===== config.mk =====
export PLATFORM = sky130hd
export DESIGN_NAME = uart_rx_frame_ctrl
export DESIGN_NICKNAME = d
export VERILOG_FILES = /design/src/rtl/uart_rx_frame_ctrl.sv
export SDC_FILE = /design/constraint.sdc
export NUM_CORES = 1
export LEC_CHECK = 0
export CAP_MARGIN = 5
export CORE_ASPECT_RATIO = 0.5
export CORE_MARGIN = 2
export CORE_UTILIZATION = 61
export CTS_CLUSTER_SIZE = 24
export DETAILED_ROUTE_END_ITERATION = 12
export PLACE_DENSITY_LB_ADDON = 0.1
export SYNTH_ARGS = -nofsm -noshare
export SYNTH_HDL_FRONTEND = slang
export SYNTH_SLANG_ARGS = --single-unit

===== constraint.sdc =====
create_clock -name clk -period 2.7 [get_ports clk]
set_clock_uncertainty 0.15 [all_clocks]
set_input_delay 0.54 -clock clk [delete_from_list [all_inputs] [get_ports clk]]
set_output_delay 0.54 -clock clk [all_outputs]
set_load 0.005 [all_outputs]

===== src/rtl/uart_rx_frame_ctrl.sv =====
// uart_rx_frame_ctrl
// Turns the UART receiver byte stream into framed commands:
//   SYNC, CMD, LEN, PAYLOAD[LEN], CHK   with CHK = CMD ^ LEN ^ payload bytes.
// A checksum-good frame is held (valid, cmd, len, payload) until the decoder
// acknowledges it. Checksum, length and inter-byte timeout errors pulse o_err
// with a sticky o_err_code; bytes arriving while a frame is held pulse o_overrun.
// Optional frame/error statistics counters are compiled in when the macro
// UART_FRAME_STATS_EN is defined.
module uart_rx_frame_ctrl #(
  parameter logic [7:0]  SYNC_BYTE   = 8'hA5,
  parameter int unsigned MAX_LEN     = 15,
  parameter int unsigned TIMEOUT_CYC = 100000
) (
  input  logic        clk,
  input  logic        rst,
  input  logic        i_rcv,
  input  logic [7:0]  i_data,
  input  logic        i_frame_ack,
  input  logic [3:0]  i_rd_addr,
  output logic [7:0]  o_rd_data,
  output logic        o_frame_valid,
  output logic [7:0]  o_cmd,
  output logic [3:0]  o_len,
  output logic        o_err,
  output logic [1:0]  o_err_code,
  output logic        o_overrun
`ifdef UART_FRAME_STATS_EN
  ,
  output logic [15:0] o_frame_cnt,
  output logic [15:0] o_err_cnt
`endif
);

  localparam int            TW        = (TIMEOUT_CYC > 2) ? $clog2(TIMEOUT_CYC) : 1;
  localparam logic [TW-1:0] TMO_LAST  = TW'(TIMEOUT_CYC - 1);
  localparam logic [7:0]    MAX_LEN_B = 8'(MAX_LEN);

  typedef enum logic [2:0] {
    S_IDLE    = 3'd0,
    S_CMD     = 3'd1,
    S_LEN     = 3'd2,
    S_PAYLOAD = 3'd3,
    S_CHK     = 3'd4,
    S_DONE    = 3'd5
  } state_t;

  state_t        state_reg;
  logic [7:0]    cmd_reg;
  logic [7:0]    chk_reg;
  logic [3:0]    len_reg;
  logic [3:0]    idx_reg;
  logic [TW-1:0] tmo_reg;
  logic          valid_reg;
  logic          err_reg;
  logic [1:0]    err_code_reg;
  logic          overrun_reg;
  logic [7:0]    payload_reg [16];
  logic [7:0]    rd_view     [16];

  logic in_frame;
  logic tmo_hit;
  logic len_bad;
  logic chk_good;
  logic chk_bad;
  logic ovr_hit;
  logic sync_seen;

  // Decode this cycle's events; a received byte always pre-empts the timeout.
  always_comb begin
    in_frame  = (state_reg == S_CMD) || (state_reg == S_LEN) ||
                (state_reg == S_PAYLOAD) || (state_reg == S_CHK);
    sync_seen = i_rcv && (i_data == SYNC_BYTE);
    tmo_hit   = in_frame && !i_rcv && (tmo_reg == TMO_LAST);
    len_bad   = (state_reg == S_LEN) && i_rcv && (i_data > MAX_LEN_B);
    chk_good  = (state_reg == S_CHK) && i_rcv && (i_data == chk_reg);
    chk_bad   = (state_reg == S_CHK) && i_rcv && (i_data != chk_reg);
    ovr_hit   = (state_reg == S_DONE) && i_rcv && !i_frame_ack;
  end

  // Frame sequencer: state, checksum, payload buffer, timeout and status pulses.
  always_ff @(posedge clk) begin
    if (rst) begin
      state_reg    <= S_IDLE;
      cmd_reg      <= '0;
      chk_reg      <= '0;
      len_reg      <= '0;
      idx_reg      <= '0;
      tmo_reg      <= '0;
      valid_reg    <= 1'b0;
      err_reg      <= 1'b0;
      err_code_reg <= 2'b00;
      overrun_reg  <= 1'b0;
      for (int i = 0; i < 16; i++) payload_reg[i] <= '0;
    end else begin
      err_reg     <= len_bad || chk_bad || tmo_hit;
      overrun_reg <= ovr_hit;

      // Idle-gap counter only runs while a frame is being assembled.
      if (!in_frame || i_rcv || tmo_hit) tmo_reg <= '0;
      else                               tmo_reg <= tmo_reg + TW'(1);

      if (tmo_hit) begin
        err_code_reg <= 2'b11;
        state_reg    <= S_IDLE;
      end else begin
        case (state_reg)
          S_IDLE: begin
            if (sync_seen) state_reg <= S_CMD;
          end
          S_CMD: begin
            if (i_rcv) begin
              cmd_reg   <= i_data;
              chk_reg   <= i_data;
              state_reg <= S_LEN;
            end
          end
          S_LEN: begin
            if (len_bad) begin
              err_code_reg <= 2'b10;
              state_reg    <= S_IDLE;
            end else if (i_rcv) begin
              len_reg   <= i_data[3:0];
              chk_reg   <= chk_reg ^ i_data;
              idx_reg   <= '0;
              state_reg <= (i_data == 8'h00) ? S_CHK : S_PAYLOAD;
            end
          end
          S_PAYLOAD: begin
            if (i_rcv) begin
              payload_reg[idx_reg] <= i_data;
              chk_reg              <= chk_reg ^ i_data;
              // idx stops at the last slot rather than running one past it.
              if (idx_reg == len_reg - 4'd1) state_reg <= S_CHK;
              else                           idx_reg   <= idx_reg + 4'd1;
            end
          end
          S_CHK: begin
            if (chk_good) begin
              valid_reg <= 1'b1;
              state_reg <= S_DONE;
            end else if (chk_bad) begin
              err_code_reg <= 2'b01;
              state_reg    <= S_IDLE;
            end
          end
          S_DONE: begin
            // The ack releases the frame; a byte in the same cycle is treated
            // as the first byte seen in IDLE.
            if (i_frame_ack) begin
              valid_reg <= 1'b0;
              state_reg <= sync_seen ? S_CMD : S_IDLE;
            end
          end
          default: state_reg <= S_IDLE;
        endcase
      end
    end
  end

  // Masked read view: entries at or beyond the held length read as zero.
  for (genvar gi = 0; gi < 16; gi++) begin : g_rd_view
    assign rd_view[gi] = (4'(gi) < len_reg) ? payload_reg[gi] : 8'h00;
  end

  assign o_rd_data     = rd_view[i_rd_addr];
  assign o_frame_valid = valid_reg;
  assign o_cmd         = cmd_reg;
  assign o_len         = len_reg;
  assign o_err         = err_reg;
  assign o_err_code    = err_code_reg;
  assign o_overrun     = overrun_reg;

`ifdef UART_FRAME_STATS_EN
  logic [15:0] frame_cnt_reg;
  logic [15:0] err_cnt_reg;

  // Wrapping statistics: completed frames, and error plus overrun events.
  always_ff @(posedge clk) begin
    if (rst) begin
      frame_cnt_reg <= '0;
      err_cnt_reg   <= '0;
    end else begin
      if (chk_good) frame_cnt_reg <= frame_cnt_reg + 16'd1;
      if (len_bad || chk_bad || tmo_hit || ovr_hit) err_cnt_reg <= err_cnt_reg + 16'd1;
    end
  end

  assign o_frame_cnt = frame_cnt_reg;
  assign o_err_cnt   = err_cnt_reg;
`endif

endmodule

# Word-level counts from Yosys, hierarchy flattened
# Memory sizes are Yosys's and may differ from the RTL's.
# Cells that the tools add are included.
[word_totals] elab_cells=154 reg_bits=49 inputBits=16 n_memories=1 out_inout_bits=25 ramBits=128
[classes] muxes=58 bitwise=4 order_cmp=18 n_reduce_logical=36 n_addsub=3 n_eq_ne=24
[memory_table] name="payload_reg" depth=16 word_bits=8 rd=16 rd_ports_with_merged_regs=0 wr=16 line="57" source="logic [7:0] payload_reg [16];"
[ops] cell="2-to-1 mux 8 bit" count=22
[ops] cell="binary-select mux 8 bit (select 4 bit)" count=1
[ops] cell="< comparator 4 bit (first input constant)" count=8
[ops] cell="2-to-1 mux 3 bit" count=10
[ops] cell="case mux 8 bit (3 select lines)" count=1
[ops] cell="2-to-1 mux 4 bit" count=5
[ops] cell="case mux 3 bit (6 select lines)" count=1
[ops] cell="adder 17 x 1 -> 17 bit (second input constant)" count=1
[ops] cell="== test 17 bit (second input constant)" count=1
[ops] cell="< comparator 3 x 4 -> 1 bit (first input constant)" count=4
[ops] cell="!= test 2 bit (second input constant)" count=8
[ops] cell="AND reduction 4 bit" count=4
[ops] cell="!= test 3 bit (second input constant)" count=5
[ops] cell="2-to-1 mux 1 bit" count=11
[ops] cell="logical AND 1 bit" count=10
[ops] cell="== test 8 bit" count=1
[ops] cell="== test 8 bit (second input constant)" count=1
[ops] cell="> comparator 8 x 4 -> 1 bit (second input constant)" count=1
[ops] cell="zero test 8 bit" count=1
[ops] cell="< comparator 1 x 4 -> 1 bit (first input constant)" count=2
[ops] cell="< comparator 2 x 4 -> 1 bit (first input constant)" count=2
[ops] cell="2-to-1 mux 2 bit" count=4
[ops] cell="!= test 8 bit" count=1
[ops] cell="case mux 4 bit (2 select lines)" count=1
[ops] cell="23 further kinds" count=37

# Depth between registers and ports, before layout
[logic_depth] word_depth=11 ltp_mapped=8 ltp_nobuf=7

# Least setup slack after synthesis
# No wires, ideal clock.
[synth_path] path_kind="input -> register" from="in i_rcv" to="mem payload_reg[12][0] (enable)" t_arrival_ns=1.920 t_required_ns=2.166 setup_ns=0.384 path_slack_ns=0.246 n_path_buf=1 path_stages=5 cell_sequence="buf_2 > nand2b_1 > nor3_2 > nand2_1 > o21ai_0"
[synth_rtl] element="from (decl)" line="16" source="input logic i_rcv,"
[synth_rtl] element="to (decl)" line="57"

# Worst setup path in the final report
[layout_path] from="reg len_reg[1], in the netlist o_len[1]" to="out o_rd_data[4]"
[layout_via] elab_chain_len=5 word_cells_on_any_way=35 cone_classes="order compare (16); mux (19)"
[layout_rtl] element="from (decl)" line="50" source="logic [3:0] len_reg;"
[layout_rtl] element="from (signal assigned)" line="122" source="len_reg <= i_data[3:0];"
[layout_rtl] element="< comparator 4 bit, or another cell as far along" line="162" source="assign rd_view[gi] = (4'(gi) < len_reg) ? payload_reg[gi] : 8'h00;"
[layout_rtl] element="2-to-1 mux 8 bit" line="162"
[layout_rtl] element="binary-select mux 8 bit (select 4 bit) *" line="165" source="assign o_rd_data = rd_view[i_rd_addr];"
[layout_rtl] element="2-to-1 mux 8 bit (implied by the code) * (2 in a row)" line="165"
[layout_rtl] element="to (decl)" line="20" source="output logic [7:0] o_rd_data,"
# Mark *: on every way between the ends. The rest lies on a longest branch, timed or not. The select of a mux whose other input is x is not followed.

==> impl_metrics.yaml <==
sta:
  slew_violations: 0
  post-route-min-period_ns: 2.96
  finalHoldViolCount: 0
  finalCritPeriodShare_pct: 110
  clock.fmax_ghz: 0.338
  slew_headroom_pct: 60.2
  setup_viol: 8
  fin_ws_ns: -0.258
  rsz0062_at_grt: "yes"
  worst_pin_slew_ns: 0.596
grt:
  grt_max_degree: 34
  grt_use_total_pct: 31.5
  grt_use_met2_pct: 49.3
  busiest_layer: "met2"
  grtUsageMet3_pct: 7.37
  antenna_found_initial: 0
  use_met1_pct: 44.8
  first_global_vias: 6403
  grt_pass1_wl_mm: 35.2
  grt_remaining_overflow: 0
drt:
  route.vias.total: 6867
  firstDrtPassIters: 5
  vias_per_cell: 6.16
  wl_mm: 22.7
  drt_iter0_markers: 885
  wire_per_inst_um: 20.3
  drcViolationCount: 0
  ant_nets: 0
power:
  switching_share_pct: 23.0
  power_w: 0.00582
  seqPwrFrac_pct: 49.5
  power_frac_comb_pct: 6.4
  p_leak_nw: 3.78
  ir_drop_mv: 0.287
  p_int_w: 0.00448
  p_clk_share_pct: 44.1
  p_per_area_mw_per_mm2: 545
  p_sw_w: 0.00134
clock_tree:
  path_clk_slew_ns: 0.07
  clkLatencyLatePin_ns: 0.43
  cts_tree: "done"
  cts.sinks: 169
  clock-root-buffer: "clkbuf_16"
  cts-buffers-inserted: 17
  cts_buffer_depth: 2
  cts_hold_buf: 0
  htree_num_levels: 4
final_layout:
  fillers: 894
  final_nets: 934
  antennaDiodeCount: 0
  multi_input_area_sq_mm: 0.00391
  drive_above_1_share_pct: 23.2
  ff_latch_area_sq_mm: 0.00459
  design_area_sq_mm: 0.0107
  syn2layout_area_growth_pct: 25.3
  largest_register_ffs: 120
  fin_util_pct: 78.7
floorplan:
  start_util_pct: 62.8
  pin_count: 41
  die_h_um: 87.6
  fp.dieArea_sq_mm: 0.0150
  core_area_sq_mm: 0.0136
  die_w_um: 171
  num_rows: 30
synthesis:
  seq_area_frac_synth_pct: 53.7
  ys_ff_latch: 169
  synthDistinctLibCells: 63
  synth_warnings: 0
  synth_top_cell_area_share_pct: 42.2
  yosysMostFrequentCell: "and2_1"
  netlist_instances: 807
  synthTopCellsByArea: "edfxtp_1, dfxtp_1, and2_1, nand3_1, nor2_1"
  synthFlopType: "edfxtp_1"
  netlist_area_sq_mm: 0.00853
  synth_nets: 831
  synth_top_cell_by_area: "edfxtp_1"
  synth_common_cells: "and2_1, edfxtp_1, nor2_1"
  synth-edff-count: 120
  avgSynthCellArea_sq_um: 10.6
  async_reset_ff_share_pct: 0
placed_design:
  placed_cell_area_sq_mm: 0.00980
  hpwl_mm: 15.4
  gp_congestion: 0.984
  port-buffer-count: 40
run_status:
  status: "finished with violations"
  violations: "setup timing"
worst_setup_path:
  cp_max_fo: 4
  cp-end-kind: "primary output"
  required_ns: 2.01
  arrival_ns: 2.27
  worstSetupPathType: "register to primary output"
  setup.worst_path.start_class: "register"
run:
  cap_violations: 0
min_path:
  worst_hold_path_type: "register to register"
## per-layer routing
metal  wire length, um  part of all wire, %  vias to the layer above
li1                  -                    -                     3166
met1              9930                   44                     3287
met2             10200                   45                      381
met3              2180                  9.6                       33
met4               335                  1.5                        0
met5                 0                    0                        -
## cells in the final DEF, fill, tap and decap left out, types with 6 or more instances in the layout
master	Yosys	layout
a21oi_1	23	22
nand2b_1	8	7
inv_6	0	6
nor2_1	62	62
o221ai_1	9	8
nand3_1	54	45
buf_2	6	10
buf_6	0	9
clkdlybuf4s50_1	0	31
a32oi_1	15	12
nor3_1	13	12
o21ai_1	9	9
dfxtp_1	49	46
nand4_1	12	12
mux2i_1	12	12
xnor2_1	19	19
inv_1	10	8
nor2b_1	11	11
a22oi_2	0	7
o21ai_0	12	12
clkbuf_16	0	17
mux2_2	16	16
o211ai_1	20	20
buf_4	2	88
xor2_1	8	8
nand2_1	34	34
nand3_2	0	9
edfxtp_1	120	120
nand3b_1	10	10
buf_12	0	8
or2_1	6	6
and2_1	123	123
## worst paths after layout
| path | from | to | slack (ns) | cells past startpoint |
|---|---|---|---|---|
| setup / recovery | o_len[1]$_SDFFE_PP0P_ | o_rd_data[4] | -0.26 | 10 |
| hold / removal | tmo_reg[0]$_SDFF_PP0_ | tmo_reg[0]$_SDFF_PP0_ | 0.31 | 1 |
| setup reg to reg | state_reg[2]$_SDFFE_PP0P_ | payload_reg[3][1]$_SDFFCE_PN0P_ | 0.38 | 7 |
| hold reg to reg | tmo_reg[0]$_SDFF_PP0_ | tmo_reg[0]$_SDFF_PP0_ | 0.31 | 1 |
## repair_timing
item,CTS,global route
setup endpoints to repair,8,8
cloned,2,0
resized for setup,83,15
setup buffers,4,1
pin swaps,27,22
## critical path, cell delays in order, from the launching register on
cell      delay, ns
dfxtp_2        0.35
inv_2          0.05
ha_4           0.17
nor4bb_1       0.25
buf_4          0.16
buf_6          0.11
a22oi_2        0.07
o211ai_1       0.26
nand3_2        0.17
o31ai_2        0.10
buf_2          0.15
## cell type report
| type | instances | share of cell area (%) |
|---|---|---|
| clock buffers | 19 | 4.05 |
| clock inverters | 13 | 1.67 |
| inverters | 12 | 0.445 |
| multi-input cells | 563 | 36.6 |
| flip-flops and latches | 169 | 42.9 |
| well taps | 192 | 2.25 |
| repair buffers | 147 | 12.1 |
## power by group through the flow
stage	Combinational [W]	Clock [W]	Sequential (W)
detailed placement	0.000345	0	0.00293
global placement	0.000338	0	0.00293
CTS	0.000358	0.00257	0.00288
finish	0.000373	0.00257	0.00288
global route	0.000394	0.00268	0.00288
floorplan	0.000160	0	0.00292
## cell families after synthesis
kind of cell | after synthesis | synth area share, %
DFF | 169 | 53.7
adders and majority gates | 8 | 1.17
muxes | 28 | 3.52
and+or+nand+nor | 360 | 23.5
xor gates and xnor gates | 28 | 3.05
buffers and inverters | 75 | 3.48
AOI/OAI and AO/OA | 139 | 11.6
## per-stage QoR
stage               hold slack [ns]  setup slack, ns  setup TNS (ns)  std cells
floorplan                     0.276            0.246               0        807
global placement              0.290           -0.763           -5.81       1078
detailed placement            0.300           -0.803           -6.53       1078
CTS                           0.312           -0.240           -1.58       1115
global route                  0.336           -0.371           -2.17       1115
finish                        0.311           -0.258           -1.39       1115
Note: power is estimated with default switching activity, not from simulation.
